## config.mk

```make
export PLATFORM = sky130hd
export DESIGN_NAME = spi_responder
export DESIGN_NICKNAME = d
export VERILOG_FILES = /design/src/rtl/spi_responder_pkg.sv /design/src/rtl/spi_pin_sync.sv /design/src/rtl/spi_responder.sv
export SDC_FILE = /design/constraint.sdc
export NUM_CORES = 1
export LEC_CHECK = 0
export BUFFER_PORTS_ARGS = -buffer_cell sky130_fd_sc_hd__clkbuf_2
export CORE_ASPECT_RATIO = 1.1
export CORE_MARGIN = 2
export CORE_UTILIZATION = 30
export CTS_BUF_LIST = sky130_fd_sc_hd__clkbuf_2
export CTS_CLUSTER_SIZE = 24
export DETAILED_ROUTE_END_ITERATION = 8
export GPL_TIMING_DRIVEN = 0
export PLACE_DENSITY_LB_ADDON = 0.08
export SLEW_MARGIN = 20
export SYNTH_ARGS = -nofsm -noshare
export SYNTH_HDL_FRONTEND = slang
export SYNTH_SLANG_ARGS = --single-unit
```

## constraint.sdc

```tcl
create_clock -name clock -period 4.3 [get_ports clock]
set_input_delay 0 -clock clock [delete_from_list [all_inputs] [get_ports clock]]
set_output_delay 0 -clock clock [all_outputs]
set_load 0.03 [all_outputs]
```

## src/rtl/spi_responder_pkg.sv

```systemverilog
// rtl/spi_responder_pkg.sv - shared state encodings and idle pin levels for the SPI responder
package spi_responder_pkg;

  typedef enum logic [1:0] {
    ST_ARMWAIT = 2'd0,
    ST_IDLE    = 2'd1,
    ST_SHIFT   = 2'd2
  } state_t;

  localparam logic SCLK_IDLE = 1'b0;
  localparam logic CS_N_IDLE = 1'b1;
  localparam logic MOSI_IDLE = 1'b0;

endpackage

```

## src/rtl/spi_pin_sync.sv

```systemverilog
// rtl/spi_pin_sync.sv - two-flop pin synchroniser with rise/fall detect against a third copy
module spi_pin_sync #(
  parameter logic RESET_VAL = 1'b0
) (
  input  logic clock,
  input  logic reset,
  input  logic pin,
  output logic level,
  output logic rise,
  output logic fall
);

  logic s1, s2, s3;

  always_ff @(posedge clock or negedge reset) begin
    if (!reset) begin
      s1 <= RESET_VAL;
      s2 <= RESET_VAL;
      s3 <= RESET_VAL;
    end else begin
      s1 <= pin;
      s2 <= s1;
      s3 <= s2;
    end
  end

  assign level = s2;
  assign rise  = s2 & ~s3;
  assign fall  = ~s2 & s3;

endmodule

```

## src/rtl/spi_responder.sv

```systemverilog
// rtl/spi_responder.sv - SPI mode-0 responder: oversampled pins, word deserialiser and
// MISO serialiser fed from a one-deep transmit buffer
module spi_responder
  import spi_responder_pkg::*;
#(
  parameter int               WIDTH = 8,
  parameter logic [WIDTH-1:0] FILL  = WIDTH'(8'hFF)
) (
  input  logic             clock,
  input  logic             reset,
  input  logic             sclk,
  input  logic             cs_n,
  input  logic             mosi,
  output logic             miso,
  output logic             miso_oe,
  input  logic [WIDTH-1:0] tx_data,
  input  logic             tx_valid,
  output logic             tx_ready,
  output logic             tx_underrun,
  output logic [WIDTH-1:0] rx_data,
  output logic             rx_valid,
  output logic             busy,
  output logic             frame_error
);

  localparam int CNT_W = $clog2(WIDTH);
  localparam logic [CNT_W-1:0] LAST_BIT = CNT_W'(WIDTH - 1);

  logic sclk_lvl, sclk_rise, sclk_fall;
  logic cs_lvl, cs_rise_n, cs_fall_n;
  logic mosi_s, mosi_rise, mosi_fall;
  logic sync_unused;

  spi_pin_sync #(.RESET_VAL(SCLK_IDLE)) u_sync_sclk (
    .clock(clock), .reset(reset), .pin(sclk),
    .level(sclk_lvl), .rise(sclk_rise), .fall(sclk_fall)
  );

  spi_pin_sync #(.RESET_VAL(CS_N_IDLE)) u_sync_cs (
    .clock(clock), .reset(reset), .pin(cs_n),
    .level(cs_lvl), .rise(cs_rise_n), .fall(cs_fall_n)
  );

  spi_pin_sync #(.RESET_VAL(MOSI_IDLE)) u_sync_mosi (
    .clock(clock), .reset(reset), .pin(mosi),
    .level(mosi_s), .rise(mosi_rise), .fall(mosi_fall)
  );

  assign sync_unused = ^{sclk_lvl, mosi_rise, mosi_fall};

  state_t           state, state_nx;
  logic [1:0]       primed;
  logic             buf_full;
  logic [WIDTH-1:0] buf_data;
  logic [WIDTH-1:0] tx_sr;
  logic [WIDTH-1:0] rx_sr;
  logic [CNT_W-1:0] bit_cnt;
  logic             word_end;

  logic             start_frame, end_frame, load_word, shift_tx, sample;
  logic [WIDTH-1:0] next_word;

  // The synchronisers come out of reset at idle levels, so the real cs_n
  // level is only visible once primed has filled.
  always_ff @(posedge clock or negedge reset) begin
    if (!reset) begin
      state  <= ST_ARMWAIT;
      primed <= 2'b00;
    end else begin
      state  <= state_nx;
      primed <= {primed[0], 1'b1};
    end
  end

  always_comb begin
    state_nx    = state;
    start_frame = 1'b0;
    end_frame   = 1'b0;
    load_word   = 1'b0;
    shift_tx    = 1'b0;
    sample      = 1'b0;
    case (state)
      ST_ARMWAIT: begin
        if (primed[1] && cs_lvl) state_nx = ST_IDLE;
      end
      ST_IDLE: begin
        if (cs_fall_n) begin
          state_nx    = ST_SHIFT;
          start_frame = 1'b1;
          load_word   = 1'b1;
        end
      end
      ST_SHIFT: begin
        if (cs_rise_n) begin
          state_nx  = ST_IDLE;
          end_frame = 1'b1;
        end else begin
          sample    = sclk_rise;
          load_word = sclk_fall && word_end;
          shift_tx  = sclk_fall && !word_end;
        end
      end
      default: state_nx = ST_ARMWAIT;
    endcase
  end

  assign next_word = buf_full ? buf_data : FILL;
  assign tx_ready  = !buf_full;
  assign busy      = (state == ST_SHIFT);

  always_ff @(posedge clock or negedge reset) begin
    if (!reset) begin
      buf_full    <= 1'b0;
      buf_data    <= '0;
      tx_sr       <= '0;
      rx_sr       <= '0;
      bit_cnt     <= '0;
      word_end    <= 1'b0;
      miso        <= 1'b0;
      miso_oe     <= 1'b0;
      tx_underrun <= 1'b0;
      rx_data     <= '0;
      rx_valid    <= 1'b0;
      frame_error <= 1'b0;
    end else begin
      tx_underrun <= 1'b0;
      rx_valid    <= 1'b0;
      frame_error <= 1'b0;

      // A write landing on a load cycle misses that load and waits for the next.
      if (load_word && buf_full) begin
        buf_full <= 1'b0;
      end else if (tx_valid && !buf_full) begin
        buf_full <= 1'b1;
        buf_data <= tx_data;
      end

      if (load_word) begin
        tx_sr       <= next_word;
        miso        <= next_word[WIDTH-1];
        word_end    <= 1'b0;
        tx_underrun <= !buf_full;
      end else if (shift_tx) begin
        tx_sr <= tx_sr << 1;
        miso  <= tx_sr[WIDTH-2];
      end

      if (start_frame) begin
        miso_oe <= 1'b1;
        bit_cnt <= '0;
        rx_sr   <= '0;
      end

      if (sample) begin
        rx_sr <= {rx_sr[WIDTH-2:0], mosi_s};
        if (bit_cnt == LAST_BIT) begin
          rx_data  <= {rx_sr[WIDTH-2:0], mosi_s};
          rx_valid <= 1'b1;
          bit_cnt  <= '0;
          word_end <= 1'b1;
        end else begin
          bit_cnt <= bit_cnt + 1'b1;
        end
      end

      if (end_frame) begin
        miso_oe <= 1'b0;
        miso    <= 1'b0;
        if (bit_cnt != '0) frame_error <= 1'b1;
      end
    end
  end

endmodule

```

==> summary.txt, run 1 <==
Final layout
  • # nets final: 242
  • Final core area utilization: 36.8%
  • Ant diodes: 0
  • Layout cells sized above 1: 25.8%
  • Layout Cells excl Fill: 306
  • Layout area overhead: 18.9%

Global routing
  • Vias in the first global route: 1444
  • Initial antenna violation count: 0
  • First-pass GRT wire length: 6580 um
  • Largest net degree at the start of global routing: 53
  • GRT Total Usage: 10.6%
  • Total grt overflow: 0

Yosys
  • Distinct cell type count after synthesis: 34
  • Cell area after synthesis: 2180 sq um
  • Post-synthesis mux area share: 13.8%
  • Synth area leader: dfrtp_1
  • Synth Area in XOR/XNOR: 0%
  • Top FF cell, synth: dfrtp_1
  • Syn_nets: 195
  • Post-synth EDFFs: 0
  • Syn avg cell area: 12.6 sq um
  • Most frequent cell after synthesis: dfrtp_1
  • Synth warn: 0
  • FFs w/ async S/R, synth: 100%
  • Sequential-to-total area share from yosys stat: 59.8%
  • Most frequent cells after synthesis: 49 x dfrtp_1, 16 x inv_1, 11 x nand3_1, 10 x o21ai_1, 9 x mux2_1
  • Synth top area share: 56.2%
  • Post-Synth Simple-Gate Area: 9.23%
  • Largest cells by area after synthesis: dfrtp_1 56%, mux2_4 5.5%, mux2_1 4.6%
  • Synth Instances: 173
  • Synth Area in Adders: 4.58%
  • Largest family of logic cells by synthesized area: multiplexers
  • Yosys reg bits: 52
  • Compound-Gate Fraction of Synth Area: 6.76%

Worst setup path
  • Slowest cell on crit path: dfrtp_1
  • Nature of the critical path startpoint: register
  • Arr. time, crit path: 2.24 ns
  • Worst Setup End Kind: register
  • WS Path Type: reg2reg
  • Worst path max stage delay: 0.49 ns
  • Critical path required time: 4.63 ns
  • Cells on worst reg2reg path: 7
  • Critical-path maximum fanout: 10
  • CP Cell Sequence: inv_1 > ha_1 > buf_4 > nand4b_1 > or2_1 > buf_6 > mux2_4

Detailed routing
  • WL/cell: 12.2 um
  • DR vias/cell: 4.54
  • Via count: 1389
  • First drt pass iteration count: 4
  • Final WL: 3740 um
  • Residual DRC: 0
  • Final ANT Viol Nets: 0
  • DRT iter0 DRCs: 24

Outcome
  • Status: finished, final reports clean

Power
  • Pwr dens: 481 nW/um^2
  • Cell leakage power: 1.28 nW
  • Max VDD drop: 0.000260 V
  • PnR Total Power: 0.00125 W

Placement
  • Hpwl dp: 2620 um
  • GPL Wtd Cong: 0.666
  • Placed Cells: 286
  • Port-buffer cells: 28

Die
  • Die area: 7980 sq um
  • Core area: 7050 sq um
  • Row cnt: 32
  • Width of the die: 85.3 um
  • I/O pin cnt: 29
  • Starting Density: 31.0%
  • Die Y: 93.5 um

CTS
  • TritonCTS clock tree: yes
  • Clock transition at path regs: 0.25 ns
  • Clock sinks: 52
  • Total CTS buffers: 5
  • H-tree depth: 2
  • Post-CTS Resized: 0
  • Skew-Pair Late Insertion Delay: 0.42 ns
  • CTS Buffer Depth: 2
  • Clk root buf: clkbuf_2

Run
  • Number of max-cap violations: 0

Timing
  • Relative slew slack: 51.9%
  • Slew @ Worst Pin: 0.722 ns
  • Tcrit/Tclk final: 44.4%
  • # setup viols final: 0
  • Total negative slack: 0 ns
  • Fin. Hold Viols: 0
  • Count of pins over their slew limit: 0
  • Highest Clock Rate: 0.524 GHz
  • Clock skew: 0.0220 ns
  • Hold slack: 0.151 ns
  • Unrepaired setup endpoints after global routing: false
  • Min cycle time layout: 1.91 ns

Hold path
  • Tightest Hold Check Type: in2async
-- critical path, delay by kind of cell, from the launching register on --
family | cells | cell delay (ns)
adders and majority gates | 1 | 0.17
buffers and inverters | 3 | 0.44
muxes | 1 | 0.30
DFF | 1 | 0.49
and+or+nand+nor | 2 | 0.40
-- stage by stage --
| stage | setup slack, ns | cell area, sq um |
|---|---|---|
| after floorplan | 2.34 | 2180 |
| after global placement | 2.48 | 2430 |
| after detailed placement | 2.44 | 2430 |
| after CTS | 2.33 | 2600 |
| after global routing | 2.21 | 2600 |
| final | 2.39 | 2600 |
-- final cells by class --
cell class | instances | area (sq um)
multi-input cells | 94 | 754
well taps | 85 | 106
plain buffers | 8 | 52.6
flip-flops and latches | 52 | 1310
inverters | 19 | 71.3
clock inverters | 1 | 8.76
fillers | 716 | 4450
clock buffers | 7 | 35.0
repair buffers | 40 | 263
-- where the power goes --
part | total [W] | switching [W] | internal, W
Clock | 0.000195 | 0.000149 | 0.0000464
Combinational | 0.000372 | 0.000207 | 0.000165
Sequential | 0.000681 | 0.0000748 | 0.000606
-- worst paths after layout --
kind                                             start                        end  slack, ns
max in group asynchronous                        reset        miso_oe$_DFFE_PN0P_       3.68
worst max register to register    state[0]$_DFFE_PN0P_     rx_data[7]$_DFFE_PN0P_       2.39
min in group clock                                cs_n     u_sync_cs.s1$_DFF_PN1_       0.16
worst min register to register  u_sync_cs.s1$_DFF_PN1_  u_sync_cs.level$_DFF_PN1_       0.38
worst min-delay path                             reset   u_sync_sclk.s3$_DFF_PN0_       0.15
worst max-delay path              state[0]$_DFFE_PN0P_     rx_data[7]$_DFFE_PN0P_       2.39
-- sequential cells by signal, summed over array words and instances (netlist names), 2 cells and up --
signal    cells
buf_data      8
rx_data       8
rx_sr         7
tx_sr         7
bit_cnt       3
primed        2
state         2
-- logic make-up (layout without fill, tap and decap cells) --
family	Yosys count	in the layout
adders and majority gates	8	8
and+or+nand+nor	36	36
other	1	1
muxes	25	25
DFF	52	52
buffers and inverters	27	75
AOI/OAI and AO/OA	24	24
-- cell usage in the layout (no fill, tap or decap), types with 5 or more instances in the layout --
| cell type | count |
|---|---|
| nor3_1 | 7 |
| inv_1 | 16 |
| mux2_4 | 8 |
| nand3_1 | 11 |
| mux2_1 | 9 |
| ha_1 | 8 |
| clkbuf_2 | 34 |
| a21oi_1 | 7 |
| dfrtp_1 | 49 |
| o21ai_1 | 10 |
| dlygate4sd3_1 | 12 |
| mux2i_1 | 8 |
| nand2_1 | 5 |
-- repair_timing --
item / in CTS / in global routing
buffers inserted: 0 / 0
hold endpoints to repair: 63 / 0
hold buffers: 12 / 0
-- layer usage --
layer	global-route usage, %	routed length, um	vias to the layer above
met1	12.3	1680	684
li1	-	-	674
met5	0	0	-
met3	3.00	147	6
met2	18.2	1840	25
met4	4.37	71	0
Power figures use the tool's default switching activity.
==> run 2: changes to the inputs <==
- ABC_AREA: not set -> 1
- clock period: 4.3 -> 1.6 ns (I/O delays scaled with it)
==> summary.txt, run 2 <==
Outcome
  • Status: finished, final reports clean

Worst setup path
  • Worst Setup End Kind: register
  • CP Cell Sequence: inv_1 > ha_4 > nand2_4 > o21ai_4 > nand2_4 > buf_6 > nand3_1 > nand3_1
  • Reg-to-reg slack, setup: 0.13 ns (-2.26 ns)
  • Arr. time, crit path: 1.82 ns (-0.42 ns)
  • WS Path Type: reg2reg
  • Nature of the critical path startpoint: register
  • Slowest cell on crit path: dfrtp_1
  • Critical-path maximum fanout: 10 (unchanged)
  • Reg2reg start: state[0]$_DFFE_PN0P_
  • Cells on worst reg2reg path: 8 (+1)
  • RR Endpoint: tx_sr[5]$_DFFE_PN0P_
  • CP delay by family, top: flip-flops
  • Buffers and inverters on the worst path: 2 (-1)
  • Critical path required time: 1.95 ns (-2.68 ns)
  • Worst path max stage delay: 0.45 ns (-0.04 ns)

CTS
  • Skew-Pair Late Insertion Delay: 0.43 ns (about the same)
  • CTS Buffer Depth: 2 (unchanged)
  • TritonCTS clock tree: yes
  • H-tree depth: 2 (unchanged)
  • Clk root buf: clkbuf_2
  • Clock sinks: 52 (unchanged)
  • Total CTS buffers: 5 (unchanged)
  • Clock transition at path regs: 0.26 ns (about the same)

Placement
  • Port-buffer cells: 28 (unchanged)
  • DP Area: 2370 sq um (-2.4%)
  • Setup WS pre-CTS: -0.00602 ns (-2.44 ns)
  • GPL Wtd Cong: 0.656 (-1.5%)
  • Hpwl dp: 2680 um (+2.2%)

Global routing
  • GRT Total Usage: 11.5% (+0.95 points)
  • Vias in the first global route: 1466 (+1.5%)
  • Largest net degree at the start of global routing: 39 (-26%)
  • First-pass GRT wire length: 7070 um (+7.4%)
  • Initial antenna violation count: 0 (unchanged)
  • Total grt overflow: 0 (unchanged)

Power
  • Pint: 0.00240 W (+190%)
  • Switching portion of total power: 35.8% (+1.4 points)
  • Comb pwr share: 32.8% (+3.0 points)
  • Pwr dens: 1420 nW/um^2 (+190%)
  • Max VDD drop: 0.000598 V (+130%)
  • PnR Total Power: 0.00374 W (+200%)
  • Clock share of power: 18.2% (+2.6 points)
  • Cell leakage power: 1.30 nW (+1.7%)
  • Sequential power share: 49.0% (-5.6 points)
  • P_sw: 0.00134 W (+210%)

Final layout
  • Most common cell after layout, fill and taps aside: dfrtp_1
  • Final core area utilization: 38.3% (+1.5 points)
  • Fin area: 2640 sq um (+1.6%)
  • Layout area overhead: 25.5%
  • Registers with the most flip-flops: buf_data (8), rx_data (8)
  • # nets final: 269 (+11%)
  • Ant diodes: 0 (unchanged)
  • Commonest cells after routing, fill and taps aside: 49 x dfrtp_1, 32 x clkbuf_2, 26 x nand3_1
  • Layout cells sized above 1: 25.0% (-0.79 points)

Yosys
  • Synth area leader: dfrtp_1
  • Synth Instances: 194 (+12%)
  • Most frequent cell after synthesis: dfrtp_1
  • Largest cells by area after synthesis: dfrtp_1 58%, nand3_1 6.2%, ha_1 4.8%
  • FFs w/ async S/R, synth: 100% (unchanged)
  • Synth warn: 0 (unchanged)
  • Post-synth EDFFs: 0 (unchanged)
  • Distinct cell type count after synthesis: 24 (-29%)
  • Cell area after synthesis: 2100 sq um (-3.7%)
  • Synth top area share: 58.3% (+2.2 points)
  • Most frequent cells after synthesis: 49 x dfrtp_1, 26 x nand3_1, 20 x inv_1, 20 x nand2_1, 19 x o21ai_1
  • Yosys reg bits: 52 (unchanged)
  • Top FF cell, synth: dfrtp_1
  • Syn_nets: 216 (+11%)
  • Syn avg cell area: 10.8 sq um (-14%)
  • Sequential-to-total area share from yosys stat: 62.1% (+2.3 points)

Timing
  • Fin. Hold Viols: 0 (unchanged)
  • Min cycle time layout: 1.47 ns (-0.443 ns)
  • Slew @ Worst Pin: 0.516 ns (-0.206 ns)
  • Setup WS post-layout: 0.134 ns (-2.26 ns)
  • Clock skew: 0.0149 ns (-0.00716 ns)
  • Tcrit/Tclk final: 91.6% (+47 points)
  • Highest Clock Rate: 0.682 GHz (+30%)
  • # setup viols final: 0 (unchanged)
  • Count of pins over their slew limit: 0 (unchanged)
  • Relative slew slack: 65.5% (+14 points)
  • Total negative slack: 0 ns (unchanged)

Detailed routing
  • Residual DRC: 0 (unchanged)
  • Via count: 1478 (+6.4%)
  • WL/cell: 12.1 um (-0.94%)
  • Final WL: 4040 um (+7.8%)
  • Final ANT Viol Nets: 0 (unchanged)
  • First drt pass iteration count: 4 (unchanged)
  • DRT iter0 DRCs: 50 (+110%)
  • DR vias/cell: 4.44 (-2.2%)

Die
  • Core area: 6890 sq um (-2.3%)
  • Starting Density: 30.5% (-0.46 points)
  • I/O pin cnt: 29 (unchanged)
  • Die Y: 91.8 um (-1.8%)
  • Width of the die: 83.8 um (-1.8%)
  • Die area: 7690 sq um (-3.6%)
  • Row cnt: 32 (unchanged)

Run
  • Number of max-cap violations: 0 (unchanged)

Hold path
  • Tightest Hold Check Type: in2async
run 2: changes by cell type in the layout (fill, tap and decap cells not counted), moves of 8 or more:
| cell | delta |
|---|---|
| mux2_4 | -8 |
| mux2i_1 | -8 |
| nand2_1 | +14 |
| nand3_1 | +15 |
| o21ai_1 | +9 |
run 2: layout make-up:
type / count / area, sq um
fill: 735 / 4250
sequential: 52 / 1310
multi-input combinational: 113 / 712
timing repair buffer: 46 / 325
tap: 85 / 106
inverter: 27 / 104
clock inverter: 3 / 42.5
clock buffer: 5 / 25.0
buffer: 2 / 18.8
run 2: metrics by stage:
stage | hold WS [ns] | cells
after floorplan | -0.296 | 194
after global placement | 0.0881 | 307
after detailed placement | -0.0942 | 308
after CTS | 0.0653 | 332
after global routing | 0.0517 | 333
final | 0.0939 | 333
run 2: kinds of logic (layout without fill, tap and decap cells):
kind of cell               Yosys count  after routing  synth area share (%)
AOI/OAI and AO/OA                   33             33                  8.57
adders and majority gates            8              8                  4.76
buffers and inverters               29             83                  5.59
DFF                                 52             52                  62.1
muxes                                7              7                  3.75
other                                1              1                 0.178
and+or+nand+nor                     64             64                  15.1
run 2: what timing repair did:
| item | 4_1_cts | 5_1_grt |
|---|---|---|
| endpoints found under the setup margin | 16 | 21 |
| setup buffers | 2 | 1 |
| hold endpoints to repair | 64 | 0 |
| hold buffers | 14 | 0 |
| gates resized for setup | 0 | 8 |
run 2: worst max path at each step:
stage                              start                endpoint  slack [ns]  cells past startpoint
floorplan           state[0]$_DFFE_PN0P_    tx_sr[5]$_DFFE_PN0P_        0.01                      8
detailed placement  state[0]$_DFFE_PN0P_    tx_sr[2]$_DFFE_PN0P_      -0.006                      8
global placement    state[0]$_DFFE_PN0P_    tx_sr[4]$_DFFE_PN0P_      -0.008                      8
finish              state[0]$_DFFE_PN0P_    tx_sr[5]$_DFFE_PN0P_        0.13                      8
CTS                 state[0]$_DFFE_PN0P_  rx_data[6]$_DFFE_PN0P_        0.02                      7
global route        state[1]$_DFFE_PN0P_    tx_sr[5]$_DFFE_PN0P_      -0.004                      8
run 2: power by group through the flow:
stage | registers (W) | clock network (W) | logic [W]
3_3_place_gp | 0.00187 | 0 | 0.00106
3_5_place_dp | 0.00188 | 0 | 0.00109
4_1_cts | 0.00184 | 0.000729 | 0.00117
2_1_floorplan | 0.00189 | 0 | 0.000764
5_1_grt | 0.00188 | 0.000774 | 0.00140
6_report | 0.00183 | 0.000679 | 0.00123
run 2: per-layer routing:
| layer | wire length [um] | track usage [%] |
|---|---|---|
| met2 | 1870 | 18.1 |
| met3 | 136 | 2.97 |
| met4 | 64 | 4.03 |
| met5 | 0 | 0 |
| met1 | 1960 | 15.4 |
